**src/rtl/ysyx_22050499_alu_arb_if.sv**
```systemverilog
// ---------------------------------------------------------------------------
// ysyx_22050499_alu_arb_if
//
// One requester's channel into the shared-ALU arbiter. The channel has two
// halves:
//   request  : req_valid/req_ready handshake carrying the ALU operation
//              (req_srcA, req_srcB, req_subctr, req_opctr, req_brctr)
//   response : resp_valid/resp_ready handshake carrying the captured result
//              (resp_result, resp_br)
//
// Modports:
//   master - the requester (EXU pipe or CSR/aux unit)
//   slave  - the arbiter
// ---------------------------------------------------------------------------
interface ysyx_22050499_alu_arb_if #(
    parameter int DATA_WIDTH = 32
);
    logic                  req_valid;
    logic                  req_ready;
    logic [DATA_WIDTH-1:0] req_srcA;
    logic [DATA_WIDTH-1:0] req_srcB;
    logic                  req_subctr;
    logic [13:0]           req_opctr;
    logic [2:0]            req_brctr;

    logic                  resp_valid;
    logic                  resp_ready;
    logic [DATA_WIDTH-1:0] resp_result;
    logic                  resp_br;

    modport master (
        output req_valid,
        input  req_ready,
        output req_srcA,
        output req_srcB,
        output req_subctr,
        output req_opctr,
        output req_brctr,
        input  resp_valid,
        output resp_ready,
        input  resp_result,
        input  resp_br
    );

    modport slave (
        input  req_valid,
        output req_ready,
        input  req_srcA,
        input  req_srcB,
        input  req_subctr,
        input  req_opctr,
        input  req_brctr,
        output resp_valid,
        input  resp_ready,
        output resp_result,
        output resp_br
    );
endinterface

```
**src/rtl/ysyx_22050499_alu_arb.sv**
```systemverilog
// ---------------------------------------------------------------------------
// ysyx_22050499_alu_arb
//
// Shares one combinational ALU between two requesters:
//   port0 - main EXU pipe
//   port1 - CSR / auxiliary unit
//
// Operations are accepted over valid/ready and granted round-robin (one grant
// per cycle). The winning operation is loaded into an issue register that
// drives the ALU for exactly one cycle; the ALU result is captured on the
// following edge into that requester's one-entry response buffer and handed
// back over valid/ready.
//
// Ports:
//   clk, rst             clock, synchronous active-high reset
//   port0, port1         requester channels (slave side of the interface)
//   alu_srcA/alu_srcB    ALU operands (zero while the issue register is idle)
//   alu_subctr/opctr/brctr  ALU controls (zero while idle)
//   alu_result, alu_br   combinational ALU outputs
//   busy                 issue register valid or any requester slot in use
//
// Latency: request handshake at T -> ALU driven in T+1 -> resp_valid at T+2.
// ---------------------------------------------------------------------------
module ysyx_22050499_alu_arb #(
    parameter int DATA_WIDTH = 32
) (
    input  logic                   clk,
    input  logic                   rst,
    ysyx_22050499_alu_arb_if.slave port0,
    ysyx_22050499_alu_arb_if.slave port1,
    output logic [DATA_WIDTH-1:0]  alu_srcA,
    output logic [DATA_WIDTH-1:0]  alu_srcB,
    output logic                   alu_subctr,
    output logic [13:0]            alu_opctr,
    output logic [2:0]             alu_brctr,
    input  logic [DATA_WIDTH-1:0]  alu_result,
    input  logic                   alu_br,
    output logic                   busy
);

    typedef enum logic [1:0] {
        SLOT_EMPTY    = 2'd0,
        SLOT_INFLIGHT = 2'd1,
        SLOT_DONE     = 2'd2
    } slot_state_t;

    // Per-requester views of the two interface ports, so the slot logic can
    // be written once and replicated.
    logic                  req_valid_w   [2];
    logic [DATA_WIDTH-1:0] req_srcA_w    [2];
    logic [DATA_WIDTH-1:0] req_srcB_w    [2];
    logic                  req_subctr_w  [2];
    logic [13:0]           req_opctr_w   [2];
    logic [2:0]            req_brctr_w   [2];
    logic                  resp_ready_w  [2];
    logic                  resp_valid_w  [2];
    logic [DATA_WIDTH-1:0] resp_result_w [2];
    logic                  resp_br_w     [2];

    logic [1:0] slot_empty;
    logic [1:0] slot_done;
    logic [1:0] eligible;
    logic [1:0] grant;
    logic       grant_sel;

    // Round-robin pointer: id of the requester granted most recently.
    logic last_reg;

    // Issue register feeding the ALU.
    logic                  issue_valid_reg;
    logic                  issue_id_reg;
    logic [DATA_WIDTH-1:0] issue_srcA_reg;
    logic [DATA_WIDTH-1:0] issue_srcB_reg;
    logic                  issue_subctr_reg;
    logic [13:0]           issue_opctr_reg;
    logic [2:0]            issue_brctr_reg;

    // -----------------------------------------------------------------------
    // Port flattening
    // -----------------------------------------------------------------------
    assign req_valid_w[0]  = port0.req_valid;
    assign req_srcA_w[0]   = port0.req_srcA;
    assign req_srcB_w[0]   = port0.req_srcB;
    assign req_subctr_w[0] = port0.req_subctr;
    assign req_opctr_w[0]  = port0.req_opctr;
    assign req_brctr_w[0]  = port0.req_brctr;
    assign resp_ready_w[0] = port0.resp_ready;

    assign req_valid_w[1]  = port1.req_valid;
    assign req_srcA_w[1]   = port1.req_srcA;
    assign req_srcB_w[1]   = port1.req_srcB;
    assign req_subctr_w[1] = port1.req_subctr;
    assign req_opctr_w[1]  = port1.req_opctr;
    assign req_brctr_w[1]  = port1.req_brctr;
    assign resp_ready_w[1] = port1.resp_ready;

    assign port0.req_ready   = grant[0];
    assign port0.resp_valid  = resp_valid_w[0];
    assign port0.resp_result = resp_result_w[0];
    assign port0.resp_br     = resp_br_w[0];

    assign port1.req_ready   = grant[1];
    assign port1.resp_valid  = resp_valid_w[1];
    assign port1.resp_result = resp_result_w[1];
    assign port1.resp_br     = resp_br_w[1];

    // -----------------------------------------------------------------------
    // Per-requester slot: state machine plus one-entry response buffer
    // -----------------------------------------------------------------------
    for (genvar gi = 0; gi < 2; gi++) begin : g_slot
        slot_state_t           slot_reg;
        logic                  resp_valid_reg;
        logic [DATA_WIDTH-1:0] resp_result_reg;
        logic                  resp_br_reg;
        logic                  capture;

        // The issue register is carrying this requester's operation.
        assign capture = issue_valid_reg && (issue_id_reg == 1'(gi));

        assign slot_empty[gi] = (slot_reg == SLOT_EMPTY);
        assign slot_done[gi]  = (slot_reg == SLOT_DONE);

        // A DONE slot can take a new operation in the same cycle its result
        // is drained, which is what gives back-to-back single-requester use.
        assign eligible[gi] = req_valid_w[gi] &&
                              (slot_empty[gi] || (slot_done[gi] && resp_ready_w[gi]));

        always_ff @(posedge clk) begin
            if (rst) begin
                slot_reg        <= SLOT_EMPTY;
                resp_valid_reg  <= 1'b0;
                resp_result_reg <= '0;
                resp_br_reg     <= 1'b0;
            end else begin
                case (slot_reg)
                    SLOT_EMPTY: begin
                        if (grant[gi]) begin
                            slot_reg <= SLOT_INFLIGHT;
                        end
                    end
                    SLOT_INFLIGHT: begin
                        // An INFLIGHT slot always owns the issue register, so
                        // capture holds here; the guard only documents that.
                        if (capture) begin
                            slot_reg        <= SLOT_DONE;
                            resp_valid_reg  <= 1'b1;
                            resp_result_reg <= alu_result;
                            resp_br_reg     <= alu_br;
                        end
                    end
                    SLOT_DONE: begin
                        // Result buffer holds still until it is consumed.
                        if (resp_ready_w[gi]) begin
                            resp_valid_reg <= 1'b0;
                            slot_reg       <= grant[gi] ? SLOT_INFLIGHT : SLOT_EMPTY;
                        end
                    end
                    default: begin
                        slot_reg       <= SLOT_EMPTY;
                        resp_valid_reg <= 1'b0;
                    end
                endcase
            end
        end

        assign resp_valid_w[gi]  = resp_valid_reg;
        assign resp_result_w[gi] = resp_result_reg;
        assign resp_br_w[gi]     = resp_br_reg;
    end

    // -----------------------------------------------------------------------
    // Round-robin arbitration. Gated by rst so no request handshake is ever
    // reported while the block is being reset.
    // -----------------------------------------------------------------------
    always_comb begin
        grant = 2'b00;
        if (!rst) begin
            if (eligible == 2'b11) begin
                grant = last_reg ? 2'b01 : 2'b10;
            end else begin
                grant = eligible;
            end
        end
    end

    assign grant_sel = grant[1];

    // -----------------------------------------------------------------------
    // Issue register and last-grant pointer
    // -----------------------------------------------------------------------
    always_ff @(posedge clk) begin
        if (rst) begin
            last_reg         <= 1'b1;
            issue_valid_reg  <= 1'b0;
            issue_id_reg     <= 1'b0;
            issue_srcA_reg   <= '0;
            issue_srcB_reg   <= '0;
            issue_subctr_reg <= 1'b0;
            issue_opctr_reg  <= '0;
            issue_brctr_reg  <= '0;
        end else begin
            issue_valid_reg <= |grant;
            if (|grant) begin
                last_reg         <= grant_sel;
                issue_id_reg     <= grant_sel;
                issue_srcA_reg   <= req_srcA_w[grant_sel];
                issue_srcB_reg   <= req_srcB_w[grant_sel];
                issue_subctr_reg <= req_subctr_w[grant_sel];
                issue_opctr_reg  <= req_opctr_w[grant_sel];
                issue_brctr_reg  <= req_brctr_w[grant_sel];
            end
        end
    end

    // ALU sees all-zero controls when idle, so its output is a quiet 0.
    assign alu_srcA   = issue_valid_reg ? issue_srcA_reg   : '0;
    assign alu_srcB   = issue_valid_reg ? issue_srcB_reg   : '0;
    assign alu_subctr = issue_valid_reg ? issue_subctr_reg : 1'b0;
    assign alu_opctr  = issue_valid_reg ? issue_opctr_reg  : '0;
    assign alu_brctr  = issue_valid_reg ? issue_brctr_reg  : '0;

    assign busy = issue_valid_reg || !(&slot_empty);

endmodule

```
**src/flat_wrapper.sv**
```systemverilog
// flat-port wrapper written by rule: the top's interface ports become plain ports
module ysyx_22050499_alu_arb_flat 
#(
    parameter int DATA_WIDTH = 32
)
  (clk, rst, alu_srcA, alu_srcB, alu_subctr, alu_opctr, alu_brctr, alu_result, alu_br, busy, port0_req_valid, port0_req_ready, port0_req_srcA, port0_req_srcB, port0_req_subctr, port0_req_opctr, port0_req_brctr, port0_resp_valid, port0_resp_ready, port0_resp_result, port0_resp_br, port1_req_valid, port1_req_ready, port1_req_srcA, port1_req_srcB, port1_req_subctr, port1_req_opctr, port1_req_brctr, port1_resp_valid, port1_resp_ready, port1_resp_result, port1_resp_br);
  ysyx_22050499_alu_arb_if #(.DATA_WIDTH(DATA_WIDTH)) port0_i ();
  ysyx_22050499_alu_arb_if #(.DATA_WIDTH(DATA_WIDTH)) port1_i ();
  input  logic clk;
  input  logic rst;
  output logic [DATA_WIDTH-1:0] alu_srcA;
  output logic [DATA_WIDTH-1:0] alu_srcB;
  output logic alu_subctr;
  output logic [13:0] alu_opctr;
  output logic [2:0] alu_brctr;
  input  logic [DATA_WIDTH-1:0] alu_result;
  input  logic alu_br;
  output logic busy;
  input wire logic [$bits(port0_i.req_valid)-1:0] port0_req_valid;
  output wire logic [$bits(port0_i.req_ready)-1:0] port0_req_ready;
  input wire logic [$bits(port0_i.req_srcA)-1:0] port0_req_srcA;
  input wire logic [$bits(port0_i.req_srcB)-1:0] port0_req_srcB;
  input wire logic [$bits(port0_i.req_subctr)-1:0] port0_req_subctr;
  input wire logic [$bits(port0_i.req_opctr)-1:0] port0_req_opctr;
  input wire logic [$bits(port0_i.req_brctr)-1:0] port0_req_brctr;
  output wire logic [$bits(port0_i.resp_valid)-1:0] port0_resp_valid;
  input wire logic [$bits(port0_i.resp_ready)-1:0] port0_resp_ready;
  output wire logic [$bits(port0_i.resp_result)-1:0] port0_resp_result;
  output wire logic [$bits(port0_i.resp_br)-1:0] port0_resp_br;
  input wire logic [$bits(port1_i.req_valid)-1:0] port1_req_valid;
  output wire logic [$bits(port1_i.req_ready)-1:0] port1_req_ready;
  input wire logic [$bits(port1_i.req_srcA)-1:0] port1_req_srcA;
  input wire logic [$bits(port1_i.req_srcB)-1:0] port1_req_srcB;
  input wire logic [$bits(port1_i.req_subctr)-1:0] port1_req_subctr;
  input wire logic [$bits(port1_i.req_opctr)-1:0] port1_req_opctr;
  input wire logic [$bits(port1_i.req_brctr)-1:0] port1_req_brctr;
  output wire logic [$bits(port1_i.resp_valid)-1:0] port1_resp_valid;
  input wire logic [$bits(port1_i.resp_ready)-1:0] port1_resp_ready;
  output wire logic [$bits(port1_i.resp_result)-1:0] port1_resp_result;
  output wire logic [$bits(port1_i.resp_br)-1:0] port1_resp_br;
  assign port0_i.req_valid = port0_req_valid;
  assign port0_req_ready = port0_i.req_ready;
  assign port0_i.req_srcA = port0_req_srcA;
  assign port0_i.req_srcB = port0_req_srcB;
  assign port0_i.req_subctr = port0_req_subctr;
  assign port0_i.req_opctr = port0_req_opctr;
  assign port0_i.req_brctr = port0_req_brctr;
  assign port0_resp_valid = port0_i.resp_valid;
  assign port0_i.resp_ready = port0_resp_ready;
  assign port0_resp_result = port0_i.resp_result;
  assign port0_resp_br = port0_i.resp_br;
  assign port1_i.req_valid = port1_req_valid;
  assign port1_req_ready = port1_i.req_ready;
  assign port1_i.req_srcA = port1_req_srcA;
  assign port1_i.req_srcB = port1_req_srcB;
  assign port1_i.req_subctr = port1_req_subctr;
  assign port1_i.req_opctr = port1_req_opctr;
  assign port1_i.req_brctr = port1_req_brctr;
  assign port1_resp_valid = port1_i.resp_valid;
  assign port1_i.resp_ready = port1_resp_ready;
  assign port1_resp_result = port1_i.resp_result;
  assign port1_resp_br = port1_i.resp_br;
  ysyx_22050499_alu_arb #(.DATA_WIDTH(DATA_WIDTH)) u_core (.clk(clk), .rst(rst), .port0(port0_i), .port1(port1_i), .alu_srcA(alu_srcA), .alu_srcB(alu_srcB), .alu_subctr(alu_subctr), .alu_opctr(alu_opctr), .alu_brctr(alu_brctr), .alu_result(alu_result), .alu_br(alu_br), .busy(busy));
endmodule
```
**config.mk**
```make
export PLATFORM = sky130hd
export DESIGN_NAME = ysyx_22050499_alu_arb_flat
export DESIGN_NICKNAME = d
export VERILOG_FILES = /design/src/rtl/ysyx_22050499_alu_arb_if.sv /design/src/rtl/ysyx_22050499_alu_arb.sv /design/src/flat_wrapper.sv
export SDC_FILE = /design/constraint.sdc
export NUM_CORES = 1
export LEC_CHECK = 0
export BUFFER_PORTS_ARGS = -buffer_cell sky130_fd_sc_hd__buf_4
export CAP_MARGIN = 20
export CORE_AREA = 2 2 140 142
export DETAILED_ROUTE_END_ITERATION = 7
export DIE_AREA = 0 0 142 144
export GPL_ROUTABILITY_DRIVEN = 0
export GPL_TIMING_DRIVEN = 0
export PLACE_DENSITY = 0.75
export SYNTH_ARGS = -nofsm -noshare
export SYNTH_HDL_FRONTEND = slang
export SYNTH_SLANG_ARGS = --single-unit
```
**constraint.sdc**
```tcl
create_clock -name clk -period 3.2 [get_ports clk]
set_clock_uncertainty 0.05 [all_clocks]
set_input_delay 0.16 -clock clk [delete_from_list [all_inputs] [get_ports clk]]
set_output_delay 0.16 -clock clk [all_outputs]
set_load 0.1 [all_outputs]
```
==> out/qor.txt <==
Seq/Total Area, Yosys -> 47.5%
Max IR drop VDD -> 394 uV
initial antenna violation count -> 0
start point of the worst min-delay path -> port0_req_srcB[29]
cell area after layout -> 11400 um^2
number of global-route vias before repair -> 7711
Die H -> 144 um
DP HPWL -> 19400 um
worst path cell trace -> clkbuf_1 -> or3b_1 -> buf_2 -> buf_2 -> clkbuf_1 -> nor2_1 -> buf_4
Fill cells -> 1611
Skew-Pair Late Insertion Delay -> 0.42 ns
Hold Path Class -> in -> reg
Final Hold Vio Count -> 0
mapped cell area -> 6620 um^2
Placed Area -> 9580 um^2
Setup WS pre-CTS -> 0.714 ns
post-synth cell types -> 32
most common cell in the netlist -> dfxtp_1
Post-CTS Setup Inserts -> 0
Antenna Violating Nets Remaining -> 0
Hold Crit Endpoint -> u_core.issue_srcB_reg[29]
Core Footprint -> 19100 um^2
Multi-input gate area -> 2820 um^2
crit end category -> primary output
Final setup viols -> 0
H-tree depth -> 4
drt drc -> 0
CTS clk-pin slew, worst paths -> 0.07 ns
CTS Buffer Depth -> 2
post-cts resize count -> 0
Synth Flop Type -> dfxtp_1
Synth top cells by count -> dfxtp_1, nand2_1, inv_1, nor3_1
final slew viol count -> 0
synth top area cells -> dfxtp_1, a221o_1, nand2_1
area delta synth->final -> 71.6%
critical path type -> reg -> out
die footprint -> 20400 um^2
Post-synth EDFFs -> 0
row cnt -> 51
actual slew at the worst max-slew pin -> 0.800 ns
status -> completed
die width -> 142 um
Vias/cell -> 5.02
Leak Pwr -> 0.00528 uW
WL per Instance -> 17.6 um
Mapped Cells -> 793
CTS Buf Count -> 17
YS warnings -> 0
Mapped Nets -> 996
largest net degree at the start of global routing -> 17
Synth area leader -> dfxtp_1
initial drt markers -> 379
Port Buffer Count -> 355
# Max-Cap Violations -> 0
RSZ-0062 raised after global routing -> false
fin util -> 59.6%
drt pass-1 iters -> 5
gr usage total -> 25.3%
CP max FO -> 10
CP max stage delay -> 0.40 ns
fin crit period -> 2.69 ns
Mapped Avg Cell Area -> 8.35 um^2
startpoint class of the critical path -> register
total grt overflow -> 0
CTS Root Cell -> clkbuf_16
FF-to-FF setup slack -> 0.76 ns
register area -> 3140 um^2
Critical-path top delay cell -> or3b_1
Critical Path AT -> 2.48 ns
final WL -> 27000 um
vias -> 7716
post-synth top area share -> 47.5%
Critical Path Start -> u_core.g_slot[0].slot_reg[0]
TritonCTS Sinks -> 157
Worst Hold Depth -> 4
CTS tree -> built
Final WS setup -> 0.510 ns
worst r2r dst -> u_core.issue_srcA_reg[26]
Initial Util -> 34.7%
worst r2r path cells -> 6
fraction of layout cells with a size suffix above 1 -> 31.5%
Slew HR -> 46.6%
cts hold-fix bufs -> 117
fin nets -> 1487
final period utilization -> 84.1%
Worst EP required -> 2.99 ns
ys async rst share -> 0%
number of synthesized register bits -> 157
TNS Setup -> 0 ns
first-pass GRT wire length -> 40600 um
Fmax -> 372 MHz
FF-to-FF Start -> u_core.g_slot[1].slot_reg[0]
I/O Pins -> 356
Power Density -> 528 nW/um^2
## layout make-up
| cell class | count | share of cell area (%) |
|---|---|---|
| repair buffers | 472 | 33.8 |
| flip-flops and latches | 157 | 27.7 |
| multi-input cells | 483 | 24.8 |
| clock buffers | 18 | 3.78 |
| plain buffers | 69 | 3.01 |
| inverters | 84 | 2.78 |
| well taps | 238 | 2.62 |
| clock inverters | 14 | 1.53 |
| diodes | 2 | 0.0440 |
## cells by family (layout without fill, tap and decap cells)
family          Yosys count  after routing  share of synthesized area [%]
buf+inv                 153            657                           9.92
simple gates            322            322                           23.8
other cells               0              2                              0
flops                   157            157                           47.5
compound gates          161            161                           18.8
## cells in the final DEF, fill, tap and decap left out, types with 5 or more instances in the layout
master and instances:
nand2_1 138, inv_1 83, a221o_1 82, clkbuf_16 17, dfxtp_1 157, nor2_1 5, and2_1 82, dlygate4sd3_1 117
a21oi_1 71, nor3_1 83, buf_6 9, buf_2 9, buf_4 356, clkbuf_1 51
## report_power, final
group	total, uW	switching [uW]	internal, uW
clock network	2110	926	1190
logic	1680	1100	583
registers	2210	92.2	2120
total	6000	2120	3890
## how the worst max path moves through the flow
stage | cells past startpoint | endpoint | slack (ns)
2_1_floorplan | 7 | u_core.issue_id_reg | 0.22
3_3_place_gp | 6 | u_core.issue_opctr_reg[11] | 0.75
3_5_place_dp | 6 | u_core.issue_opctr_reg[11] | 0.71
4_1_cts | 5 | port1_req_ready | 0.44
5_1_grt | 7 | port0_req_ready | 0.36
6_report | 7 | port0_req_ready | 0.51
## per-layer routing
layer	track usage, %	routed length [um]
met5	0	0
met3	7.65	2160
met4	11.9	899
met2	45.0	13700
met1	27.7	10200
## through the flow
step / hold WS (ns) / instances / total power, uW
after floorplan: 0.246 / 793 / 3290
final: 0.106 / 1537 / 6000
after CTS: 0.0915 / 1535 / 6010
after global routing: 0.118 / 1535 / 6210
after global placement: 0.333 / 1386 / 3780
after detailed placement: 0.336 / 1386 / 3800
## worst max-delay path, delay by kind of cell (launching register included)
kind | cells | cell delay (ns)
buffers and inverters | 5 | 1.16
AND/OR/NAND/NOR | 2 | 0.61
flip-flops | 1 | 0.30
Note: power is estimated with default switching activity, not from simulation.
